===== config.mk =====
export PLATFORM = sky130hd
export DESIGN_NAME = sdram_arbiter_flat
export DESIGN_NICKNAME = d
export VERILOG_FILES = /design/src/rtl/sdram_arbiter_if.sv /design/src/rtl/sdram_arbiter.sv /design/src/flat_wrapper.sv
export SDC_FILE = /design/constraint.sdc
export NUM_CORES = 1
export LEC_CHECK = 0
export BUFFER_PORTS_ARGS = -buffer_cell sky130_fd_sc_hd__buf_2
export CAP_MARGIN = 20
export CELL_PAD_IN_SITES_DETAIL_PLACEMENT = 1
export CELL_PAD_IN_SITES_GLOBAL_PLACEMENT = 2
export CORE_MARGIN = 2
export CORE_UTILIZATION = 26
export CTS_CLUSTER_DIAMETER = 120
export DETAILED_ROUTE_END_ITERATION = 10
export PLACE_DENSITY_LB_ADDON = 0.08
export SKIP_LAST_GASP = 1
export SYNTH_ARGS = -nofsm -noshare
export SYNTH_HDL_FRONTEND = slang
export SYNTH_SLANG_ARGS = --single-unit

===== constraint.sdc =====
create_clock -name clk_100m -period 1.5 [get_ports clk_100m]
set_input_delay 0.375 -clock clk_100m [delete_from_list [all_inputs] [get_ports clk_100m]]
set_output_delay 0.375 -clock clk_100m [all_outputs]
set_load 0.01 [all_outputs]

===== src/rtl/sdram_arbiter_if.sv =====
// sdram_arbiter_if: groups every signal between the SDRAM command arbiter, the init
//   sequencer, the refresh/write/read engines and the SDRAM command/address pins.
// Ports: init_done/init_cmd/init_addr from the sequencer; <eng>_cmd/_addr/_done and
//   wr_req/rd_req from the engines; ref_en/wr_en/rd_en, ref_pending and
//   sdram_cmd/sdram_addr from the arbiter.
// Modports: master = the arbiter (drives grants and pins); slave = sequencer/engine side.
interface sdram_arbiter_if #(
    parameter int ASIZE = 12
);
    logic             init_done;
    logic [3:0]       init_cmd;
    logic [ASIZE-1:0] init_addr;
    logic [3:0]       ref_cmd;
    logic [ASIZE-1:0] ref_addr;
    logic [3:0]       wr_cmd;
    logic [ASIZE-1:0] wr_addr;
    logic [3:0]       rd_cmd;
    logic [ASIZE-1:0] rd_addr;
    logic             wr_req;
    logic             rd_req;
    logic             ref_done;
    logic             wr_done;
    logic             rd_done;
    logic             ref_en;
    logic             wr_en;
    logic             rd_en;
    logic             ref_pending;
    logic [3:0]       sdram_cmd;
    logic [ASIZE-1:0] sdram_addr;

    modport master (
        input  init_done, init_cmd, init_addr,
        input  ref_cmd, ref_addr, wr_cmd, wr_addr, rd_cmd, rd_addr,
        input  wr_req, rd_req, ref_done, wr_done, rd_done,
        output ref_en, wr_en, rd_en, ref_pending, sdram_cmd, sdram_addr
    );

    modport slave (
        output init_done, init_cmd, init_addr,
        output ref_cmd, ref_addr, wr_cmd, wr_addr, rd_cmd, rd_addr,
        output wr_req, rd_req, ref_done, wr_done, rd_done,
        input  ref_en, wr_en, rd_en, ref_pending, sdram_cmd, sdram_addr
    );
endinterface


===== src/rtl/sdram_arbiter.sv =====
// sdram_arbiter: owns the SDRAM command bus; init sequencer until init_done, then a
//   periodic auto-refresh tick and a grant to one of refresh/write/read engines.
// Latency: request sampled in IDLE at N -> enable at N+1, engine command on pins at N+2;
//   done at M -> enable low at M+1, so grants are always separated by a NOP cycle.
// Backpressure: requests are levels held until the enable is seen; a grant lasts until
//   the granted engine's done pulse. Ports: clk_100m, rst_n (async, active-low), bus
//   (sdram_arbiter_if.master). Optional: SDRAM_ARB_RR_EN = round-robin write/read ties.
module sdram_arbiter #(
    parameter int         ASIZE      = 12,
    parameter int         REF_PERIOD = 780,
    parameter logic [3:0] C_NOP      = 4'b0111
) (
    input  logic            clk_100m,
    input  logic            rst_n,
    sdram_arbiter_if.master bus
);
    typedef enum logic [2:0] {INIT, IDLE, REF, WR, RD} state_t;

    localparam int            TW   = (REF_PERIOD > 1) ? $clog2(REF_PERIOD) : 1;
    localparam logic [TW-1:0] TMAX = TW'(REF_PERIOD - 1);

    state_t           state_q, state_d;
    logic [TW-1:0]    timer_q, timer_d;
    logic             ref_pending_q, ref_pending_d;
    logic             ref_en_q, wr_en_q, rd_en_q;
    logic [3:0]       cmd_q, cmd_d;
    logic [ASIZE-1:0] addr_q, addr_d;
    logic             wrap;
    logic             prefer_wr;

`ifdef SDRAM_ARB_RR_EN
    // Last-served flag: 1 = write, 0 = read. Starts as "read" so the first tie goes to write.
    logic last_wr_q, last_wr_d;

    assign prefer_wr = ~last_wr_q;

    always_comb begin
        last_wr_d = last_wr_q;
        if (state_q == IDLE && state_d == WR) last_wr_d = 1'b1;
        if (state_q == IDLE && state_d == RD) last_wr_d = 1'b0;
    end

    always_ff @(posedge clk_100m or negedge rst_n) begin
        if (!rst_n) last_wr_q <= 1'b0;
        else        last_wr_q <= last_wr_d;
    end
`else
    assign prefer_wr = 1'b1;
`endif

    assign wrap = (state_q != INIT) && (timer_q == TMAX);

    // Next state: refresh beats write/read; only the granted engine's done returns to IDLE.
    always_comb begin
        state_d = state_q;
        case (state_q)
            INIT: if (bus.init_done) state_d = IDLE;
            IDLE: begin
                if (ref_pending_q)                              state_d = REF;
                else if (bus.wr_req && (!bus.rd_req || prefer_wr)) state_d = WR;
                else if (bus.rd_req)                            state_d = RD;
            end
            REF:     if (bus.ref_done) state_d = IDLE;
            WR:      if (bus.wr_done)  state_d = IDLE;
            RD:      if (bus.rd_done)  state_d = IDLE;
            default: state_d = INIT;
        endcase
    end

    // Refresh timer and the single outstanding-refresh flag. The set is applied after the
    // clear so a wrap on the very cycle REF is entered leaves a new refresh pending.
    always_comb begin
        timer_d       = timer_q;
        ref_pending_d = ref_pending_q;
        if (state_q == INIT || wrap) timer_d = '0;
        else                         timer_d = timer_q + 1'b1;
        if (state_q == IDLE && state_d == REF) ref_pending_d = 1'b0;
        if (wrap)                              ref_pending_d = 1'b1;
    end

    // Pin mux follows the current state; registered below, hence one cycle behind.
    always_comb begin
        cmd_d  = C_NOP;
        addr_d = '0;
        case (state_q)
            INIT: begin cmd_d = bus.init_cmd; addr_d = bus.init_addr; end
            REF:  begin cmd_d = bus.ref_cmd;  addr_d = bus.ref_addr;  end
            WR:   begin cmd_d = bus.wr_cmd;   addr_d = bus.wr_addr;   end
            RD:   begin cmd_d = bus.rd_cmd;   addr_d = bus.rd_addr;   end
            default: ;
        endcase
    end

    always_ff @(posedge clk_100m or negedge rst_n) begin
        if (!rst_n) begin
            state_q       <= INIT;
            timer_q       <= '0;
            ref_pending_q <= 1'b0;
            ref_en_q      <= 1'b0;
            wr_en_q       <= 1'b0;
            rd_en_q       <= 1'b0;
            cmd_q         <= C_NOP;
            addr_q        <= '0;
        end else begin
            state_q       <= state_d;
            timer_q       <= timer_d;
            ref_pending_q <= ref_pending_d;
            // Enables are flops of the next state so the engines see glitch-free grants.
            ref_en_q      <= (state_d == REF);
            wr_en_q       <= (state_d == WR);
            rd_en_q       <= (state_d == RD);
            cmd_q         <= cmd_d;
            addr_q        <= addr_d;
        end
    end

    assign bus.ref_en      = ref_en_q;
    assign bus.wr_en       = wr_en_q;
    assign bus.rd_en       = rd_en_q;
    assign bus.ref_pending = ref_pending_q;
    assign bus.sdram_cmd   = cmd_q;
    assign bus.sdram_addr  = addr_q;
endmodule


===== src/flat_wrapper.sv =====
// flat-port wrapper written by rule: the top's interface ports become plain ports
module sdram_arbiter_flat 
#(
    parameter int         ASIZE      = 12,
    parameter int         REF_PERIOD = 780,
    parameter logic [3:0] C_NOP      = 4'b0111
)
  (clk_100m, rst_n, bus_init_done, bus_init_cmd, bus_init_addr, bus_ref_cmd, bus_ref_addr, bus_wr_cmd, bus_wr_addr, bus_rd_cmd, bus_rd_addr, bus_wr_req, bus_rd_req, bus_ref_done, bus_wr_done, bus_rd_done, bus_ref_en, bus_wr_en, bus_rd_en, bus_ref_pending, bus_sdram_cmd, bus_sdram_addr);
  sdram_arbiter_if #(.ASIZE(ASIZE)) bus_i ();
  input  logic clk_100m;
  input  logic rst_n;
  input wire logic [$bits(bus_i.init_done)-1:0] bus_init_done;
  input wire logic [$bits(bus_i.init_cmd)-1:0] bus_init_cmd;
  input wire logic [$bits(bus_i.init_addr)-1:0] bus_init_addr;
  input wire logic [$bits(bus_i.ref_cmd)-1:0] bus_ref_cmd;
  input wire logic [$bits(bus_i.ref_addr)-1:0] bus_ref_addr;
  input wire logic [$bits(bus_i.wr_cmd)-1:0] bus_wr_cmd;
  input wire logic [$bits(bus_i.wr_addr)-1:0] bus_wr_addr;
  input wire logic [$bits(bus_i.rd_cmd)-1:0] bus_rd_cmd;
  input wire logic [$bits(bus_i.rd_addr)-1:0] bus_rd_addr;
  input wire logic [$bits(bus_i.wr_req)-1:0] bus_wr_req;
  input wire logic [$bits(bus_i.rd_req)-1:0] bus_rd_req;
  input wire logic [$bits(bus_i.ref_done)-1:0] bus_ref_done;
  input wire logic [$bits(bus_i.wr_done)-1:0] bus_wr_done;
  input wire logic [$bits(bus_i.rd_done)-1:0] bus_rd_done;
  output wire logic [$bits(bus_i.ref_en)-1:0] bus_ref_en;
  output wire logic [$bits(bus_i.wr_en)-1:0] bus_wr_en;
  output wire logic [$bits(bus_i.rd_en)-1:0] bus_rd_en;
  output wire logic [$bits(bus_i.ref_pending)-1:0] bus_ref_pending;
  output wire logic [$bits(bus_i.sdram_cmd)-1:0] bus_sdram_cmd;
  output wire logic [$bits(bus_i.sdram_addr)-1:0] bus_sdram_addr;
  assign bus_i.init_done = bus_init_done;
  assign bus_i.init_cmd = bus_init_cmd;
  assign bus_i.init_addr = bus_init_addr;
  assign bus_i.ref_cmd = bus_ref_cmd;
  assign bus_i.ref_addr = bus_ref_addr;
  assign bus_i.wr_cmd = bus_wr_cmd;
  assign bus_i.wr_addr = bus_wr_addr;
  assign bus_i.rd_cmd = bus_rd_cmd;
  assign bus_i.rd_addr = bus_rd_addr;
  assign bus_i.wr_req = bus_wr_req;
  assign bus_i.rd_req = bus_rd_req;
  assign bus_i.ref_done = bus_ref_done;
  assign bus_i.wr_done = bus_wr_done;
  assign bus_i.rd_done = bus_rd_done;
  assign bus_ref_en = bus_i.ref_en;
  assign bus_wr_en = bus_i.wr_en;
  assign bus_rd_en = bus_i.rd_en;
  assign bus_ref_pending = bus_i.ref_pending;
  assign bus_sdram_cmd = bus_i.sdram_cmd;
  assign bus_sdram_addr = bus_i.sdram_addr;
  sdram_arbiter #(.ASIZE(ASIZE), .REF_PERIOD(REF_PERIOD), .C_NOP(C_NOP)) u_core (.clk_100m(clk_100m), .rst_n(rst_n), .bus(bus_i));
endmodule

---- After elaboration in Yosys (flattened, before gate mapping) ----
Cells that the tools add are included.
W data, S select, Z words.
word-level totals
  output and inout port bits .............. 20
  bits of input ports ..................... 72
  bits in registers ....................... 33
cells by class
  mux-type cells .......................... 13
  add/subtract/negate cells ............... 1
  reduce and logical (&&, ||, !) cells .... 6
  equal/unequal tests ..................... 8
operator list
  kind                     count
  $pmux W12 S4             1
  $mux W3                  7
  $pmux W4 S4              1
  $pmux W3 S5              1
  $eq A3 B2 Y1 const B     4
  $add A10 B1 Y10 const B  1
  $eq A10 B10 Y1 const B   1
  $mux W10                 1
  $eq A3 B3 Y1 const B     2
  $eq A3 B1 Y1 const B     1
  $logic_not A3 Y1         1
  $reduce_bool A3 Y1       1
  $logic_and A1 B1 Y1      2
  $mux W1                  2
  $reduce_bool A2 Y1       1
  $logic_or A1 B1 Y1       1

---- Longest topological paths before layout ----
  depth after elaboration ................. 8
  gate-level depth with buffers ........... 6

---- Worst setup path after synthesis ----
OpenSTA, ideal clock, no wires.
  path type ............................... register -> register
  start ................................... reg u_core.timer_q[0]
  end ..................................... reg u_core.timer_q[5]
  arrival time ............................ 1289 ps
  stages on the path, launching flop included .. 6
  data required time ...................... 1423 ps
  slack ................................... 134 ps
  cells stage by stage .................... dfrtp_1 > ha_1 > and4_1 > a31o_2 > buf_6 > a21oi_1
on the way
  cells in the longest elaborated chain, start to end .. 4
  elaborated cells between the ends (all ways) .. 5
  classes of those cells .................. add/sub: 1; eq/ne: 1; mux: 1; reduce/logical: 2
ends and longest elaborated chain
  item                                                     line                  RTL
  from (decl)                                              sdram_arbiter.sv:23   logic [TW-1:0] timer_q, timer_d;
  from (signal assigned)                                   sdram_arbiter.sv:106  timer_q <= timer_d;
  branches (longest 3 deep; another with $add A10 B1 Y10)  -
  $mux W10 *                                               sdram_arbiter.sv:75   if (state_q == INIT || wrap) timer_d = '0;
  net u_core.timer_d[5]                                    sdram_arbiter.sv:23
Mark *: on every way through the listed nets, which the timed path passes.
A chain may end at the register's enable or synchronous reset.

---- Worst setup path in the final report ----
  start ................................... reg u_core.state_q[1]
  end ..................................... reg u_core.ref_pending_q (netlist: u_core.bus.ref_pending)
on the way
  cells in the longest elaborated chain, start to end .. 7
  elaborated cells between the ends (all ways) .. 19
  classes of those cells .................. eq/ne: 5; mux: 9; reduce/logical: 5
ends and longest elaborated chain
  item                                 line                  RTL
  from (decl)                          sdram_arbiter.sv:22   state_t state_q, state_d;
  from (signal assigned)               sdram_arbiter.sv:105  state_q <= state_d;
  $mux W3                              sdram_arbiter.sv:61   else if (bus.rd_req) state_d = RD;
  $mux W3                              sdram_arbiter.sv:60   else if (bus.wr_req && (!bus.rd_req || prefer_wr)) state_d = WR;
  $mux W3                              sdram_arbiter.sv:59   if (ref_pending_q) state_d = REF;
  $pmux W3 S5                          sdram_arbiter.sv:56   case (state_q)
  $eq A3 B2 Y1                         sdram_arbiter.sv:77   if (state_q == IDLE && state_d == REF) ref_pending_d = 1'b0;
  $logic_and A1 B1 Y1                  sdram_arbiter.sv:77
  $reduce_bool A2 Y1 (no source line)  -
  to (signal assigned)                 sdram_arbiter.sv:107  ref_pending_q <= ref_pending_d;
  to (decl)                            sdram_arbiter.sv:24   logic ref_pending_q, ref_pending_d;
Parallel ways exist; a longest one is shown, timed or not.

==> metrics.sh <==
FINAL-SEQ-AREA_UM2=832
NUMBER_OF_FLOPS_MAPPED_TO_ENABLE_CELLS_BY_YOSYS=0
FIRST_PASS_ITERS=4
DP_WORST_SETUP_SLACK_PS=96.9
MULTI_INPUT_COMB_AREA_UM2=868
NFILLCELLS=792
DETAILROUTE.VIA_COUNT=1667
FINALHOLDVIOLCOUNT=0
LAYOUT.CELL_AREA.NON_FILLER_UM2=2490
TIMING.SETUP.CRITICAL_PATH_CLASS='flip-flop to flip-flop'
SLEW_VIOLATIONS=0
AREA_GROWTH_PCT=40.0
ROWS=30
STDCELL_COUNT=342
SYNTH.LARGEST_AREA_CELL='sky130_fd_sc_hd__dfrtp_1'
GRT_OVERFLOW=0
CP_CELL_SEQUENCE='buf_4, or3_1, o2111ai_1, nand2_1'
GRT_MAX_DEGREE=34
PLACEDCELLCOUNT=333
PLACE.GP.CONGESTION=0.658
WORSTPATHREQUIRED_PS=1680
MAX_STAGE_DELAY_PS=450
DRCVIOLATIONCOUNT=0
SYNTH_ASYNC_SR_FLOP_SHARE=1.00
CTS-HOLD-FIX-BUFFERS=0
MAX_CAP_VIOL_COUNT=0
PERIOD_SHARE=0.958
WORST_SKEW_PAIR.LATE_LATENCY_PS=290
IO_BUFFERS=91
TRITONCTS='yes'
YS_SEQ_ELEMENTS=33
CLOCK-SKEW-FINAL_PS=10.4
WORST-R2R-SETUP-SLACK_PS=60
CRITPATHSLOWESTCELL='sky130_fd_sc_hd__dfrtp_2'
CLOCK_BUFFER_COUNT_FROM_CTS=5
SETUP_CRIT_START='u_core.state_q[1]'
INITIAL_CORE_UTIL=0.266
FINAL_UTIL=0.372
FINALWIRELENGTH_MM=5.16
PATH_CLK_SLEW_PS=80
YOSYSWARNINGCOUNT=0
CP-START-KIND='flip-flop'
GRT_PASS1_WL_MM=8.07
YOSYS-TOP-CELLS-AREA='sky130_fd_sc_hd__dfrtp_1 42%, sky130_fd_sc_hd__mux2i_1 9.0%, sky130_fd_sc_hd__a2bb2oi_1 6.4%'
POSTSYNTHAREAPERCELL_UM2=10.9
WORSTREG2REGEND='u_core.bus.ref_pending'
DIE_H_UM=86.6
REG2REG_FROM='u_core.state_q[1]'
PLACEMENT.CELL_AREA_UM2=2370
DETAIL-ROUTE-ANTENNA-NETS=0
WORSTMARGINPINSLEW_PS=370
ROUTE.DETAILED.WL_PER_INST_UM=15.1
CLOCK_PATH_BUFFERS=2
NETLIST_AREA_UM2=1780
MIN_PATH_TYPE='primary input to async pin'
FMAX_MHz=696
SYNTH.YOSYS.SEQ_AREA_SHARE=0.467
RUN_STATUS='finished clean'
FINAL_NET_COUNT=334
CTS_RESIZED=0
CORE_AREA_UM2=6680
CTS_SETUP_BUFFERS=0
CTS_NUM_SINKS=33
FINALHOLDWORSTSLACK_PS=29.7
MAPPED_NETS=236
NUMBER_OF_GLOBAL_ROUTE_VIAS_BEFORE_REPAIR=1714
POWERDENSITY_nW_PER_UM2=1580
SYNTHESIS.INSTANCES=163
DOMINANTREGCELLSYNTH='sky130_fd_sc_hd__dfrtp_1'
CRIT_PATH_END_KIND='flip-flop'
MAXSLEWHEADROOM=0.753
FF2FF_PATH_DEPTH=4
RATIO_OF_CELLS_WITH_DRIVE_ABOVE_1_IN_THE_FINAL_LAYOUT=0.473
POWER_LEAKAGE_nW=1.20
ANTENNA_CELLS_INSERTED=0
SETUP_VIOL=0
CTS_ROOT_BUF='sky130_fd_sc_hd__clkbuf_8'
ANTENNA_FOUND_INITIAL=0
SYNTH_LARGEST_TYPE_AREA_FRACTION=0.423
WORSTPATHMAXFANOUT=11
VIAS_PER_CELL=4.87
NUMBER_OF_DISTINCT_LIBRARY_CELLS_AFTER_SYNTHESIS=40
NUM_IO_PINS=92
DIE-AREA_UM2=7510
DIE_WIDTH_UM=86.6
IRDROPWORSTVDD_uV=386
POSTLAYOUTSETUPSLACKWORST_PS=63.5
POST-ROUTE-MIN-PERIOD_PS=1440
GRT_USAGE=0.136
DRT_FIRST_ITER_VIOLATIONS=29
CRITICAL_PATH_ARRIVAL_PS=1620
CTSHTREEMAXLEVEL=2
DETAILED_PLACE_HPWL_MM=3.98
[cells by family (layout without fill, tap and decap cells)]
kind of cell / Yosys count / after routing / share of synthesized area
AND/OR/NAND/NOR: 40 / 40 / 0.132
flip-flops: 33 / 33 / 0.467
multiplexers: 18 / 18 / 0.103
XOR/XNOR: 3 / 3 / 0.0148
AO/OA/AOI/OAI: 53 / 53 / 0.227
adder cells (fa/ha/maj): 1 / 1 / 0.00705
buffers and inverters: 15 / 114 / 0.0486
[cell usage in the layout, fill, tap and decap left out, drive strengths merged]
cell	instances
a211oi	4
a21bo	1
a21oi	8
a22oi	3
a2bb2oi	13
a31o	1
a31oi	1
and4	1
and4bb	1
buf	103
clkbuf	7
clkinv	2
dfrtp	30
dfstp	3
ha	1
inv	2
mux2	2
mux2i	16
nand2	4
nand2b	1
nand3	5
nand4	2
nor2	10
nor2b	5
nor3	2
nor4bb	1
o2111ai	1
o21a	1
o21ai	6
o2bb2ai	13
o31ai	1
or3	5
or3b	2
or4	1
xnor2	1
xor2	2
[registers in the layout, indices dropped and copies added, names as in the netlist]
signal / cells
u_core.bus.sdram_addr: 12
u_core.bus.rd_en: 1
u_core.timer_q: 10
u_core.bus.wr_en: 1
u_core.bus.ref_en: 1
u_core.bus.ref_pending: 1
u_core.state_q: 3
u_core.bus.sdram_cmd: 4
[cells in the mapped netlist, drive strengths merged (2+ instances only)]
cell,instances
o2bb2ai,13
xor2,2
mux2,2
mux2i,16
nor3,2
nor2,10
buf,12
nand3,5
a22oi,3
dfrtp,30
nand4,2
nor2b,5
or3b,2
inv,2
a211oi,4
or3,5
nand2,4
a21oi,8
a2bb2oi,13
dfstp,3
o21ai,6
[worst max-delay path by stage]
stage / slack [ps] / end
2_1_floorplan: 130 / u_core.timer_q[5]
3_3_place_gp: 70 / u_core.bus.ref_pending
3_5_place_dp: 100 / u_core.bus.ref_pending
4_1_cts: 80 / u_core.bus.ref_pending
5_1_grt: -20 / u_core.bus.ref_pending
6_report: 60 / u_core.bus.ref_pending
[layout make-up]
type | instances | area share
clock buffers | 6 | 0.0292
clock inverters | 2 | 0.00403
inverters | 2 | 0.00302
multi-input cells | 115 | 0.349
flip-flops and latches | 33 | 0.335
well taps | 80 | 0.0403
repair buffers | 104 | 0.240
[worst max-delay path: cells and delay by family, from the launching register on]
family	cells	cell delay [ps]
AND/OR/NAND/NOR	2	460
flip-flops	1	450
AO/OA/AOI/OAI	1	220
buffers and inverters	1	190
[metal layers]
layer	global-route usage	vias up	wire (µm)
met5	0	-	0
met4	0.0384	0	27
met3	0.0333	3	293
met2	0.227	53	2490
met1	0.174	796	2350
li1	-	815	-
[power by group]
part,leakage (nW),internal [mW],switching (mW),total [mW]
registers,0.423,1.21,0.155,1.37
clock network,0.0450,0.322,0.339,0.661
logic,0.732,0.940,0.961,1.90
[stage by stage]
stage / TNS, ps / power (mW)
floorplan: 0 / 2.58
global placement: 0 / 3.23
detailed placement: 0 / 3.24
CTS: 0 / 3.92
global route: -24.4 / 4.26
finish: 0 / 3.93
Power figures use the tool's default switching activity.
